==> config.mk <==
export PLATFORM = sky130hd
export DESIGN_NAME = pipeline_hazard_unit
export DESIGN_NICKNAME = d
export VERILOG_FILES = /design/src/rtl/pipeline_hazard_unit.sv
export SDC_FILE = /design/constraint.sdc
export NUM_CORES = 1
export LEC_CHECK = 0
export ABC_AREA = 0
export CAP_MARGIN = 0
export CORE_AREA = 2 2 188 190
export DETAILED_ROUTE_END_ITERATION = 10
export DIE_AREA = 0 0 190 192
export HOLD_SLACK_MARGIN = 0.08
export PLACE_DENSITY_LB_ADDON = 0.12
export SLEW_MARGIN = 20
export SYNTH_ARGS = -nofsm -noshare
export SYNTH_HDL_FRONTEND = slang
export SYNTH_SLANG_ARGS = --single-unit
==> constraint.sdc <==
create_clock -name clk -period 2.5 [get_ports clk]
set_input_delay 0.5 -clock clk [delete_from_list [all_inputs] [get_ports clk]]
set_output_delay 0.5 -clock clk [all_outputs]
set_load 0.02 [all_outputs]
==> src/rtl/pipeline_hazard_unit.sv <==
// pipeline_hazard_unit
//   Hazard and forwarding controller for the 5-stage pipeline. Keeps shadow copies of the
//   destination info held in the EX, MEM and WB stages plus a one-entry retire buffer. From these
//   it raises load-use stalls, branch flushes and EX operand forwarding selects.
//
// Parameters
//   XLEN     operand / forward data width
//   REG_AW   register index width
//   BR_STAGE stage resolving branches: 2 = EX, 3 = MEM
//   CNT_W    perf counter width
//
// Ports
//   clk, reset                       clock, synchronous active-high reset
//   id_*                             instruction currently in ID (indices, uses, rd, flags)
//   branch_taken                     taken branch resolved in stage BR_STAGE this cycle
//   ex_rs1_data/ex_rs2_data          register-file operands held in ID_EX
//   mem_alu_res, wb_wdata            EX_MEM ALU result, MEM_WB write-back data
//   pc_stall, ifid_stall             hold PC / IF_ID
//   ifid_flush, idex_flush,
//   exmem_flush                      load bubbles into the pipeline registers
//   fwd_a/fwd_b                      00 regfile, 10 MEM, 01 WB, 11 retire buffer
//   ex_op_a/ex_op_b                  forwarded EX operands
//   stall_cnt, flush_cnt             perf counters
//
// Optional feature: define HAZARD_PERF_EN to build the saturating stall/flush counters;
// otherwise stall_cnt and flush_cnt are tied to zero.

module pipeline_hazard_unit #(
    parameter int unsigned XLEN     = 64,
    parameter int unsigned REG_AW   = 5,
    parameter int unsigned BR_STAGE = 3,
    parameter int unsigned CNT_W    = 32
) (
    input  logic              clk,
    input  logic              reset,
    input  logic              id_valid,
    input  logic [REG_AW-1:0] id_rs1,
    input  logic [REG_AW-1:0] id_rs2,
    input  logic              id_use_rs1,
    input  logic              id_use_rs2,
    input  logic [REG_AW-1:0] id_rd,
    input  logic              id_regwrite,
    input  logic              id_memread,
    input  logic              branch_taken,
    input  logic [XLEN-1:0]   ex_rs1_data,
    input  logic [XLEN-1:0]   ex_rs2_data,
    input  logic [XLEN-1:0]   mem_alu_res,
    input  logic [XLEN-1:0]   wb_wdata,
    output logic              pc_stall,
    output logic              ifid_stall,
    output logic              ifid_flush,
    output logic              idex_flush,
    output logic              exmem_flush,
    output logic [1:0]        fwd_a,
    output logic [1:0]        fwd_b,
    output logic [XLEN-1:0]   ex_op_a,
    output logic [XLEN-1:0]   ex_op_b,
    output logic [CNT_W-1:0]  stall_cnt,
    output logic [CNT_W-1:0]  flush_cnt
);

    localparam bit BrInMem = (BR_STAGE == 3);

    typedef struct packed {
        logic              valid;
        logic [REG_AW-1:0] rd;
        logic              regwrite;
    } dest_t;

    dest_t             ex_q, ex_d, mem_q, mem_d, wb_q, ret_q;
    logic              ex_memread_q, ex_memread_d, mem_memread_q, mem_memread_d;
    logic [REG_AW-1:0] ex_rs1_q, ex_rs1_d, ex_rs2_q, ex_rs2_d;
    logic [XLEN-1:0]   ret_data_q;

    logic stall_raw, flush, stall;

    function automatic logic fwd_hit(input dest_t s, input logic [REG_AW-1:0] idx);
        return s.valid && s.regwrite && (s.rd != '0) && (s.rd == idx);
    endfunction

    // Youngest producer wins; a load in MEM has no data yet, so fall through to older stages.
    function automatic logic [1:0] fwd_sel(input logic [REG_AW-1:0] idx);
        if (fwd_hit(mem_q, idx) && !mem_memread_q) return 2'b10;
        if (fwd_hit(wb_q, idx))                    return 2'b01;
        if (fwd_hit(ret_q, idx))                   return 2'b11;
        return 2'b00;
    endfunction

    function automatic logic [XLEN-1:0] op_sel(input logic [1:0] sel, input logic [XLEN-1:0] rf);
        case (sel)
            2'b10:   return mem_alu_res;
            2'b01:   return wb_wdata;
            2'b11:   return ret_data_q;
            default: return rf;
        endcase
    endfunction

    assign stall_raw = id_valid && ex_q.valid && ex_memread_q && (ex_q.rd != '0) &&
                       ((id_use_rs1 && (id_rs1 == ex_q.rd)) ||
                        (id_use_rs2 && (id_rs2 == ex_q.rd)));

    // Reset dominates everything; a flush discards the stalled instruction anyway.
    assign flush = branch_taken && !reset;
    assign stall = stall_raw && !flush && !reset;

    assign pc_stall    = stall;
    assign ifid_stall  = stall;
    assign ifid_flush  = flush;
    assign idex_flush  = flush || stall;
    assign exmem_flush = flush && BrInMem;

    always_comb begin
        ex_d.valid    = id_valid;
        ex_d.rd       = id_rd;
        ex_d.regwrite = id_regwrite;
        ex_memread_d  = id_memread;
        ex_rs1_d      = id_rs1;
        ex_rs2_d      = id_rs2;
        if (stall_raw || branch_taken) begin
            ex_d         = '0;
            ex_memread_d = 1'b0;
            ex_rs1_d     = '0;
            ex_rs2_d     = '0;
        end
        mem_d         = ex_q;
        mem_memread_d = ex_memread_q;
        if (branch_taken && BrInMem) begin
            mem_d         = '0;
            mem_memread_d = 1'b0;
        end
    end

    always_ff @(posedge clk) begin
        if (reset) begin
            ex_q          <= '0;
            ex_memread_q  <= 1'b0;
            ex_rs1_q      <= '0;
            ex_rs2_q      <= '0;
            mem_q         <= '0;
            mem_memread_q <= 1'b0;
            wb_q          <= '0;
            ret_q         <= '0;
            ret_data_q    <= '0;
        end else begin
            ex_q          <= ex_d;
            ex_memread_q  <= ex_memread_d;
            ex_rs1_q      <= ex_rs1_d;
            ex_rs2_q      <= ex_rs2_d;
            mem_q         <= mem_d;
            mem_memread_q <= mem_memread_d;
            wb_q          <= mem_q;
            ret_q         <= wb_q;
            ret_data_q    <= wb_wdata;
        end
    end

    always_comb begin
        fwd_a = 2'b00;
        fwd_b = 2'b00;
        if (!reset) begin
            fwd_a = fwd_sel(ex_rs1_q);
            fwd_b = fwd_sel(ex_rs2_q);
        end
    end

    assign ex_op_a = op_sel(fwd_a, ex_rs1_data);
    assign ex_op_b = op_sel(fwd_b, ex_rs2_data);

`ifdef HAZARD_PERF_EN
    logic [CNT_W-1:0] stall_cnt_q, flush_cnt_q;

    always_ff @(posedge clk) begin
        if (reset) begin
            stall_cnt_q <= '0;
            flush_cnt_q <= '0;
        end else begin
            if (stall && (stall_cnt_q != '1)) stall_cnt_q <= stall_cnt_q + CNT_W'(1);
            if (flush && (flush_cnt_q != '1)) flush_cnt_q <= flush_cnt_q + CNT_W'(1);
        end
    end

    assign stall_cnt = stall_cnt_q;
    assign flush_cnt = flush_cnt_q;
`else
    assign stall_cnt = '0;
    assign flush_cnt = '0;
`endif

endmodule

==> results_dict.tcl <==
set metrics [dict create \
    worst_pin_slew_ps 632 \
    finalWeightedCongestion 0.885 \
    clock-root-buffer "clkbuf_16" \
    nFillCells 3092 \
    worstSetupEndpointType "output pin" \
    synth_cells 1231 \
    place_inst 2153 \
    drc 0 \
    synthDominantCellAreaShare_pct 22.6 \
    wl_met1_um 20400 \
    fin_crit_sh_pct 131 \
    ant_nets 0 \
    drive_gt1_share_pct 40.7 \
    port_buffers 415 \
    instances_no_fill 2282 \
    area_delta_synth_final_pct 108 \
    hold_violations 0 \
    path_clk_slew_ps 90 \
    syn_area_um2 9220 \
    cellPowerDensity_nw_per_um2 273 \
    clock-sinks 104 \
    ios 480 \
    clock_path_buffers 2 \
    fp-row-count 68 \
    synthTopCellsByArea "dfxtp_1, a311o_1, nor3_1, a32oi_1, buf_4" \
    clock_latency_ps 370 \
    period_needed_ps 3280 \
    synth_common_cells "nor3_1, dfxtp_1, nor2_1" \
    synth_ff_type "dfxtp_1" \
    ir_drop_uv 278 \
    slew_viol_final 0 \
    drt-initial-drc-count 656 \
    core_um2 34300 \
    async_flop_share_pct 0 \
    via_per_inst 5.33 \
    gr-total-overflow 0 \
    yosysSeqAreaShare_pct 22.6 \
    status "complete, but fails checks" \
    die_h_um 192 \
    cts_buffers 9 \
    wl_um 52700 \
    grt_pass1_wl_um 73800 \
    violations "setup timing" \
    worstPathArrival_ps 2780 \
    ys_types 43 \
    synth.avg_cell_area_um2 7.49 \
    post-synth-top-count-cell "nor3_1" \
    dp_worst_setup_slack_ps -903 \
    grt_pass1_vias 12100 \
    die_w_um 190 \
    stdcell_area_um2 19100 \
    crit_fanout 5 \
    cap_violations 0 \
    maxSlewHeadroom_pct 57.5 \
    ys_ff_latch 104 \
    post_dp_cell_area_um2 16100 \
    multi_input_area_um2 7970 \
    dp_hpwl_um 35500 \
    power_leakage_nw 7.47 \
    route.met3.wl_um 3410 \
    post-synth-top-area-cell "dfxtp_1" \
    hold_path.class "in2reg" \
    htreeDepth 3 \
    skew_ps 10.3 \
    yosys_warnings 0 \
    worst_ep_required_time_ps 2000 \
    grt_usage_pct 26.4 \
    synth_edf_count 0 \
    grt_antenna_before_repair 1 \
    nets 2100 \
    hold_slack_ps 402 \
    setup_viol 132 \
    grt_max_degree 42 \
    tritoncts "built" \
    maxUsedRoutingLayer "met4" \
    post_drt_wl_per_cell_um 23.1 \
    vias 12200 \
    max_freq_mhz 305 \
    regArea_um2 2100 \
    crit_type "reg2out" \
    design.die.area_um2 36500 \
    fin_ws_ps -780 \
    drt_first_pass_iters 5 \
    rsz0062_at_grt "true" \
    startpoint_type "register" \
    start_util_pct 26.9 \
    wl_met2_um 27200 \
]
## metal layers
metal | global-route usage (%) | vias up
met5 | 0 | -
met2 | 48.5 | 560
li1 | - | 5605
met4 | 9.75 | 0
met3 | 3.65 | 86
met1 | 31.1 | 5912
## cell type report
cell class	instances	area share, %
multi-input cells	915	41.7
repair buffers	719	41.3
inverters	72	1.44
well taps	455	2.97
diodes	1	0.0131
flip-flops and latches	104	11.0
clock inverters	7	0.503
clock buffers	9	1.18
## what timing repair did
action,CTS,global route
endpoints found under the setup margin,135,135
gates cloned,15,17
hold buffers,0,0
resized for setup,719,216
buffers inserted,40,49
pin swaps,47,102
## worst max-delay path: stages (launching register included)
cell	delay, ps
dfxtp_2	330
or4_4	570
o211ai_4	290
buf_12	160
nor2_4	50
o31ai_4	240
buf_6	170
buf_12	140
buf_12	110
buf_12	110
a32oi_2	50
buf_4	180
## sequential cells by signal (all words and copies together) (netlist names)
name	flops
ex_memread_q	1
mem_q	7
ret_data_q	64
ex_q	7
ex_rs1_q	5
wb_q	7
ret_q	7
mem_memread_q	1
ex_rs2_q	5
## report_power, final
part | internal, mW | leakage (nW) | switching, mW
registers | 1.73 | 0.865 | 0.0321
logic | 1.00 | 6.45 | 0.877
clock network | 0.746 | 0.156 | 0.839
## cells by family (layout without fill, tap and decap cells)
family / Yosys count / count (layout) / synth area share [%]
buf+inv: 275 / 807 / 15.4
xor+xnor: 40 / 40 / 3.80
flops: 104 / 104 / 22.6
simple gates: 492 / 492 / 27.3
compound gates: 319 / 319 / 30.9
other cells: 1 / 65 / 0.0407
## stage by stage
step / utilization [%] / power, mW / TNS (ps)
after floorplan: - / 2.59 / -2570
after global routing: 55.8 / 5.43 / -102900
after global placement: 47.1 / 3.48 / -92950
final: 55.8 / 5.22 / -93040
after CTS: 50.9 / 5.11 / -90720
after detailed placement: 47.1 / 3.49 / -96400
## final timing paths
kind | startpoint | to | slack (ps) | cells past startpoint
setup reg to reg | ex_q[4] | ex_rs1_q[4] | 1030 | 6
hold / removal | id_rs2[2] | ex_rs2_q[2] | 400 | 2
hold reg to reg | ex_q[0] | mem_q[0] | 450 | 1
setup / recovery | wb_q[5] | ex_op_b[7] | -780 | 11
## cell usage in the layout, fill, tap and decap left out, types with 6 or more instances in the layout
cell type | Yosys | final
nor2b_1 | 78 | 78
a31o_2 | 46 | 43
buf_8 | 0 | 7
dfxtp_2 | 0 | 11
xnor2_1 | 29 | 23
inv_1 | 72 | 71
nand2_1 | 73 | 67
clkdlybuf4s50_1 | 0 | 269
o2bb2ai_2 | 0 | 6
o32a_1 | 13 | 13
buf_16 | 0 | 15
nor3_2 | 1 | 6
clkbuf_16 | 0 | 25
a311oi_2 | 0 | 8
nor4_4 | 2 | 34
a211oi_4 | 0 | 32
buf_6 | 11 | 82
a32oi_2 | 0 | 69
a311o_1 | 69 | 69
and2_1 | 40 | 39
conb_1 | 1 | 64
dfxtp_1 | 104 | 91
nor4_2 | 0 | 14
buf_2 | 17 | 11
a211oi_2 | 0 | 15
buf_12 | 0 | 68
nor2_1 | 103 | 100
dlygate4sd2_1 | 0 | 9
nor3_1 | 130 | 121
o2bb2ai_1 | 46 | 39
xor2_1 | 11 | 10
buf_4 | 75 | 237
Power figures use the tool's default switching activity.
